===== config.mk =====
export PLATFORM = sky130hd
export DESIGN_NAME = layer_hit_buffer
export DESIGN_NICKNAME = d
export VERILOG_FILES = /design/src/rtl/tt_hit_pkg.sv /design/src/rtl/hit_fifo.sv /design/src/rtl/layer_hit_buffer.sv
export SDC_FILE = /design/constraint.sdc
export NUM_CORES = 1
export LEC_CHECK = 0
export ABC_AREA = 0
export CAP_MARGIN = 20
export CORE_MARGIN = 2
export CORE_UTILIZATION = 30
export CTS_CLUSTER_DIAMETER = 100
export DETAILED_ROUTE_END_ITERATION = 10
export GPL_TIMING_DRIVEN = 0
export PLACE_DENSITY_LB_ADDON = 0.3
export SLEW_MARGIN = 20
export SYNTH_ARGS = -nofsm -noshare
export SYNTH_HDL_FRONTEND = slang
export SYNTH_SLANG_ARGS = --single-unit

===== constraint.sdc =====
create_clock -name clk -period 7.4 [get_ports clk]
set_input_delay 1.48 -clock clk [delete_from_list [all_inputs] [get_ports clk]]
set_output_delay 1.48 -clock clk [all_outputs]
set_load 0.1 [all_outputs]

===== src/rtl/tt_hit_pkg.sv =====
// Shared hit-word definitions for the layer capture and readout stages.
package tt_hit_pkg;

    localparam int HIT_W = 24;
    localparam int TS_W  = 8;

    typedef struct packed {
        logic [TS_W-1:0]  ts;
        logic [HIT_W-1:0] hit;
    } hit_word_t;

    localparam int WORD_W = $bits(hit_word_t);

endpackage


===== src/rtl/hit_fifo.sv =====
// Generic synchronous first-word-fall-through FIFO with extra-MSB pointers.
module hit_fifo #(
    parameter int WIDTH = 32,
    parameter int DEPTH = 16
) (
    input  logic                     clk,
    input  logic                     rst,
    input  logic                     wr_en,
    input  logic [WIDTH-1:0]         wr_data,
    output logic                     full,
    input  logic                     rd_en,
    output logic [WIDTH-1:0]         rd_data,
    output logic                     empty,
    output logic [$clog2(DEPTH):0]   count
);

    localparam int AW = $clog2(DEPTH);

    logic [WIDTH-1:0] r_mem [DEPTH];
    logic [AW:0]      r_wr_ptr;
    logic [AW:0]      r_rd_ptr;
    logic             w_full;
    logic             w_empty;
    logic             w_wr;
    logic             w_rd;

    assign w_empty = (r_wr_ptr == r_rd_ptr);
    assign w_full  = (r_wr_ptr[AW] != r_rd_ptr[AW]) &&
                     (r_wr_ptr[AW-1:0] == r_rd_ptr[AW-1:0]);

    // A write into a full FIFO is legal only when the head leaves at the same edge.
    assign w_rd = rd_en && !w_empty;
    assign w_wr = wr_en && (!w_full || w_rd);

    always_ff @(posedge clk or posedge rst) begin
        if (rst) begin
            r_wr_ptr <= '0;
            r_rd_ptr <= '0;
        end else begin
            if (w_wr) r_wr_ptr <= r_wr_ptr + 1'b1;
            if (w_rd) r_rd_ptr <= r_rd_ptr + 1'b1;
        end
    end

    always_ff @(posedge clk) begin
        if (w_wr) r_mem[r_wr_ptr[AW-1:0]] <= wr_data;
    end

    assign rd_data = w_empty ? '0 : r_mem[r_rd_ptr[AW-1:0]];
    assign full    = w_full;
    assign empty   = w_empty;
    assign count   = r_wr_ptr - r_rd_ptr;

endmodule


===== src/rtl/layer_hit_buffer.sv =====
// Per-layer hit capture: timestamps nonzero hits, buffers them, and
// accounts for hits lost to overflow.
import tt_hit_pkg::*;

module layer_hit_buffer #(
    parameter int DEPTH = 16,
    parameter int OVF_W = 16
) (
    input  logic                      clk,
    input  logic                      rst,
    input  logic                      en,
    input  logic                      hit_dv,
    input  logic [HIT_W-1:0]          hit_data,
    output logic                      out_valid,
    input  logic                      out_ready,
    output logic [TS_W+HIT_W-1:0]     out_data,
    output logic [$clog2(DEPTH):0]    occupancy,
    output logic [OVF_W-1:0]          ovf_cnt,
    output logic                      ovf
);

    logic [TS_W-1:0]  r_ts_cnt;
    logic [OVF_W-1:0] r_ovf_cnt;
    logic             r_ovf;

    logic             w_full;
    logic             w_empty;
    logic             w_pop;
    logic             w_hit_nz;
    logic             w_push;
    logic             w_drop;
    hit_word_t        w_wr_word;
    hit_word_t        w_rd_word;

    assign w_pop    = !w_empty && out_ready;
    assign w_hit_nz = hit_dv && (hit_data != '0);
    assign w_push   = w_hit_nz && (!w_full || w_pop);
    assign w_drop   = w_hit_nz && w_full && !w_pop;

    // Timestamp is the pre-increment value of this edge.
    assign w_wr_word.ts  = r_ts_cnt;
    assign w_wr_word.hit = hit_data;

    hit_fifo #(
        .WIDTH (WORD_W),
        .DEPTH (DEPTH)
    ) u_fifo (
        .clk     (clk),
        .rst     (rst),
        .wr_en   (w_push),
        .wr_data (w_wr_word),
        .full    (w_full),
        .rd_en   (w_pop),
        .rd_data (w_rd_word),
        .empty   (w_empty),
        .count   (occupancy)
    );

    always_ff @(posedge clk or posedge rst) begin
        if (rst) begin
            r_ts_cnt  <= '0;
            r_ovf_cnt <= '0;
            r_ovf     <= 1'b0;
        end else begin
            if (en) r_ts_cnt <= r_ts_cnt + 1'b1;
            if (w_drop) begin
                r_ovf <= 1'b1;
                if (r_ovf_cnt != '1) r_ovf_cnt <= r_ovf_cnt + 1'b1;
            end
        end
    end

    assign out_valid = !w_empty;
    assign out_data  = w_rd_word;
    assign ovf_cnt   = r_ovf_cnt;
    assign ovf       = r_ovf;

endmodule

==> summary.md, run 1 <==
| Metric | Value |
|---|---|
| Status | complete, no violations |
| Post-CTS resize count | 0 |
| Post-synth net total | between 900 and 1k |
| CTS tree | done |
| Final WL | a little over 50000 um |
| Post-route clock period utilization | 0.959 |
| FP Rows | 97 |
| Post-synthesis simple-gate area fraction | 0.0338 |
| Max Clock Skew | around 0.014 ns |
| Worst Path Max Fanout | 10 |
| 1st-pass router iterations | 4 |
| Fmax | between 100 and 150 MHz |
| I/O Buffers | 83 |
| CP Capture Type | output pin |
| CTS buffer count | 56 |
| Commonest non-fill, non-tap cell in the layout | edfxtp_1 |
| Syn Inst Count | 941 |
| Share of cells above drive strength 1 | 0.261 |
| First-pass GRT wire length | between 70000 and 80000 um |
| XOR/XNOR share of the synthesized area | 0.0131 |
| Worst reg2reg path depth | 13 |
| Worst Slack Setup Final | 0.305 ns |
| Post-Layout Cell Count | 2080 |
| Root Buffer | clkbuf_16 |
| Area delta synth->final | 19.2% |
| R2r setup slk | 2.88 ns |
| Post-Syn Area | 21400 sq um |
| Syn Area/Cell | 22.7 sq um |
| Synth cell types | 43 |
| RR Startpoint | u_fifo.r_rd_ptr[1] |
| Placed instance count | 1979 |
| Setup WS pre-CTS | about 0.9 ns |
| RSZ-0062 raised after global routing | no |
| RR Endpoint | u_fifo.r_mem[3][20] |
| Max clock buf depth | 3 |
| Clk sinks | 547 |
| Register area share after synthesis | 0.760 |
| Synth Area in Compound Gates | 0.00316 |
| Pin count of the biggest net entering global routing | 33 |
| Hold EP | ovf |
| WHS Path Cells | 1 |
| H-tree level count | 2 |
| Vias in the first global route | roughly 11k |
| GR Util All Layers | 0.138 |
| Fin crit period | 7.10 ns |
| Antenna Nets Post-Route | 0 |
| CP Class | reg -> out |
| CTS Hold Bufs | 0 |
| Worst slew pin tran | roughly 1.0 ns |
| Routed len/inst | ~24 um |
| Vias | just over 10k |
| Critical Path Source Type | register |
| # Post-CTS Setup Buffers | 0 |
| Clock insertion delay at the later pin of the skew report | 0.61 ns |
| Final Slew Violations | 0 |
| Slew headroom | 0.315 |
| Ant. Diodes | 0 |
| Clock Pin Slew Worst Setup and Hold Paths | 0.06 ns |
| Post-synthesis adder-cell area fraction | 0.00737 |
| Most frequent cells in the layout | edfxtp_1, mux4_2, clkdlybuf4s50_1, clkbuf_16, dfrtp_1 |
| I/O pin count | 84 |
| Largest family of logic cells by synthesized area | multiplexers |
| Die Y | around 270 um |
| FF+latch count, synth | approximately 550 |
| WP data arrival | 5.62 ns |
| Vias per std cell | 4.87 |
| Multiplexer share of the synthesized area | 0.171 |
| DR iter-0 viols | approximately 810 |
| Gr ovfl total | 0 |
| Full die area | 73400 sq um |
| DR DRC count | 0 |
| Initial Util | 0.304 |
| Hold Startpoint | ovf |
| Core area | about 70000 sq um |
| HP Class | reg -> reg |
| Initial antenna violation count | 0 |
| Hpwl dp | 29500 um |
| # setup viols final | 0 |
| Routability cong. | 0.743 |
| Die Wd | roughly 270 um |
| CP required | slightly below 6 ns |
| Synth warn | 0 |
| Max cap viols | 0 |
| Fin nets | 1138 |
| Fin. Hold Viols | 0 |
==> cells in the mapped netlist <==
library cell  count  area [sq um]
or4_4             1          11.3
nor3_1            8          40.0
fa_1              1          20.0
buf_6             1          11.3
buf_2             3          15.0
edfxtp_1        512         15400
xor2_1           12           105
buf_1             8          30.0
a211o_1           1          8.76
nand3_1           6          30.0
and3_1           17           106
a31oi_1           1          6.26
ha_1             11           138
inv_1            12          45.0
or2_2             1          6.26
nor4_1            4          25.0
nand4_1          13          81.3
or4_1             2          15.0
nor3b_1           1          7.51
o21ai_0           2          10.0
xnor2_1          20           175
mux2_1            1          11.3
a21o_1            2          15.0
nor4_2            2          25.0
buf_4            11          82.6
o31ai_1           1          7.51
inv_2             1          3.75
clkbuf_1         20          75.1
nor2_4            1          11.3
and2_1           34           213
mux4_2          160          3600
and4_1            1          8.76
nor2b_1           2          12.5
or3_1             2          12.5
dfrtp_1          35           876
nor4_4            1          21.3
nor2_1            7          26.3
mux2_2            2          22.5
mux2i_1           1          10.0
or2_1             1          6.26
a21oi_1           4          20.0
nand2_1          12          45.0
nand2b_1          3          18.8
==> worst max-delay path, stage by stage, from the launching register on <==
cell             delay (ns)
dfrtp_1                0.59
clkbuf_1               0.47
clkbuf_1               0.69
inv_1                  0.18
ha_1                   0.36
nand4_1                0.14
nand2b_1               0.49
clkbuf_1               0.63
and2_1                 0.30
clkdlybuf4s50_1        1.15
==> per-stage QoR <==
stage / hold WS [ns] / cell area [sq um] / utilization / setup TNS, ns
after CTS: 0.478 / 25500 / 0.363 / 0
final: 0.469 / 25500 / 0.363 / 0
after detailed placement: 0.456 / 23700 / 0.337 / 0
after global routing: 0.517 / 25500 / 0.363 / 0
after floorplan: 0.462 / 21400 / - / 0
after global placement: 0.451 / 23400 / 0.333 / -54.96
==> routing by layer <==
layer	track usage	wire length, um
met1	0.200	23200
met2	0.216	23800
met3	0.0248	2870
met4	0.0320	818
met5	0	0
==> kinds of logic after synthesis <==
family                     Yosys count
AOI/OAI and AO/OA                   11
xor gates and xnor gates            32
adders and majority gates           12
buffers and inverters               56
DFF                                547
muxes                              164
and+or+nand+nor                    119
==> cell type report <==
class / count / area (sq um)
plain buffers: 43 / 215
clock buffers: 66 / 1460
clock inverters: 35 / 343
fillers: 6427 / 44800
inverters: 13 / 48.8
multi-input cells: 338 / 4930
flip-flops and latches: 547 / 16300
well taps: 940 / 1180
repair buffers: 98 / 1080
==> worst max-delay path by stage <==
stage | endpoint | cells after the start | slack (ns) | from
after CTS | out_data[24] | 9 | 0.23 | u_fifo.r_rd_ptr[1]
after floorplan | out_data[22] | 7 | 2.34 | u_fifo.r_rd_ptr[2]
after global placement | u_fifo.r_mem[3][15] | 7 | -1.72 | hit_data[1]
after detailed placement | out_data[24] | 9 | 0.91 | u_fifo.r_rd_ptr[1]
final | out_data[21] | 9 | 0.30 | u_fifo.r_rd_ptr[1]
after global routing | out_data[21] | 9 | 0.13 | u_fifo.r_rd_ptr[1]
==> registers in the layout (all words and copies together) (netlist names) <==
| name | flops |
|---|---|
| u_fifo.r_mem | 512 |
| u_fifo.r_rd_ptr | 5 |
| ovf_cnt | 16 |
| r_ts_cnt | 8 |
| ovf | 1 |
| u_fifo.r_wr_ptr | 5 |
Power of run 1 is left out: the tool's default activity adds up to more than one toggle a clock period on the data nets, which glitch-free logic cannot reach.
==> run 2, diff against run 1 <==
Settings changed: SKIP_CTS_REPAIR_TIMING from default to 1.
==> results of run 2 <==
Same layout as run 1: the final DEF is identical, and so are final timing and power.
Power of run 2 is left out for the same reason.
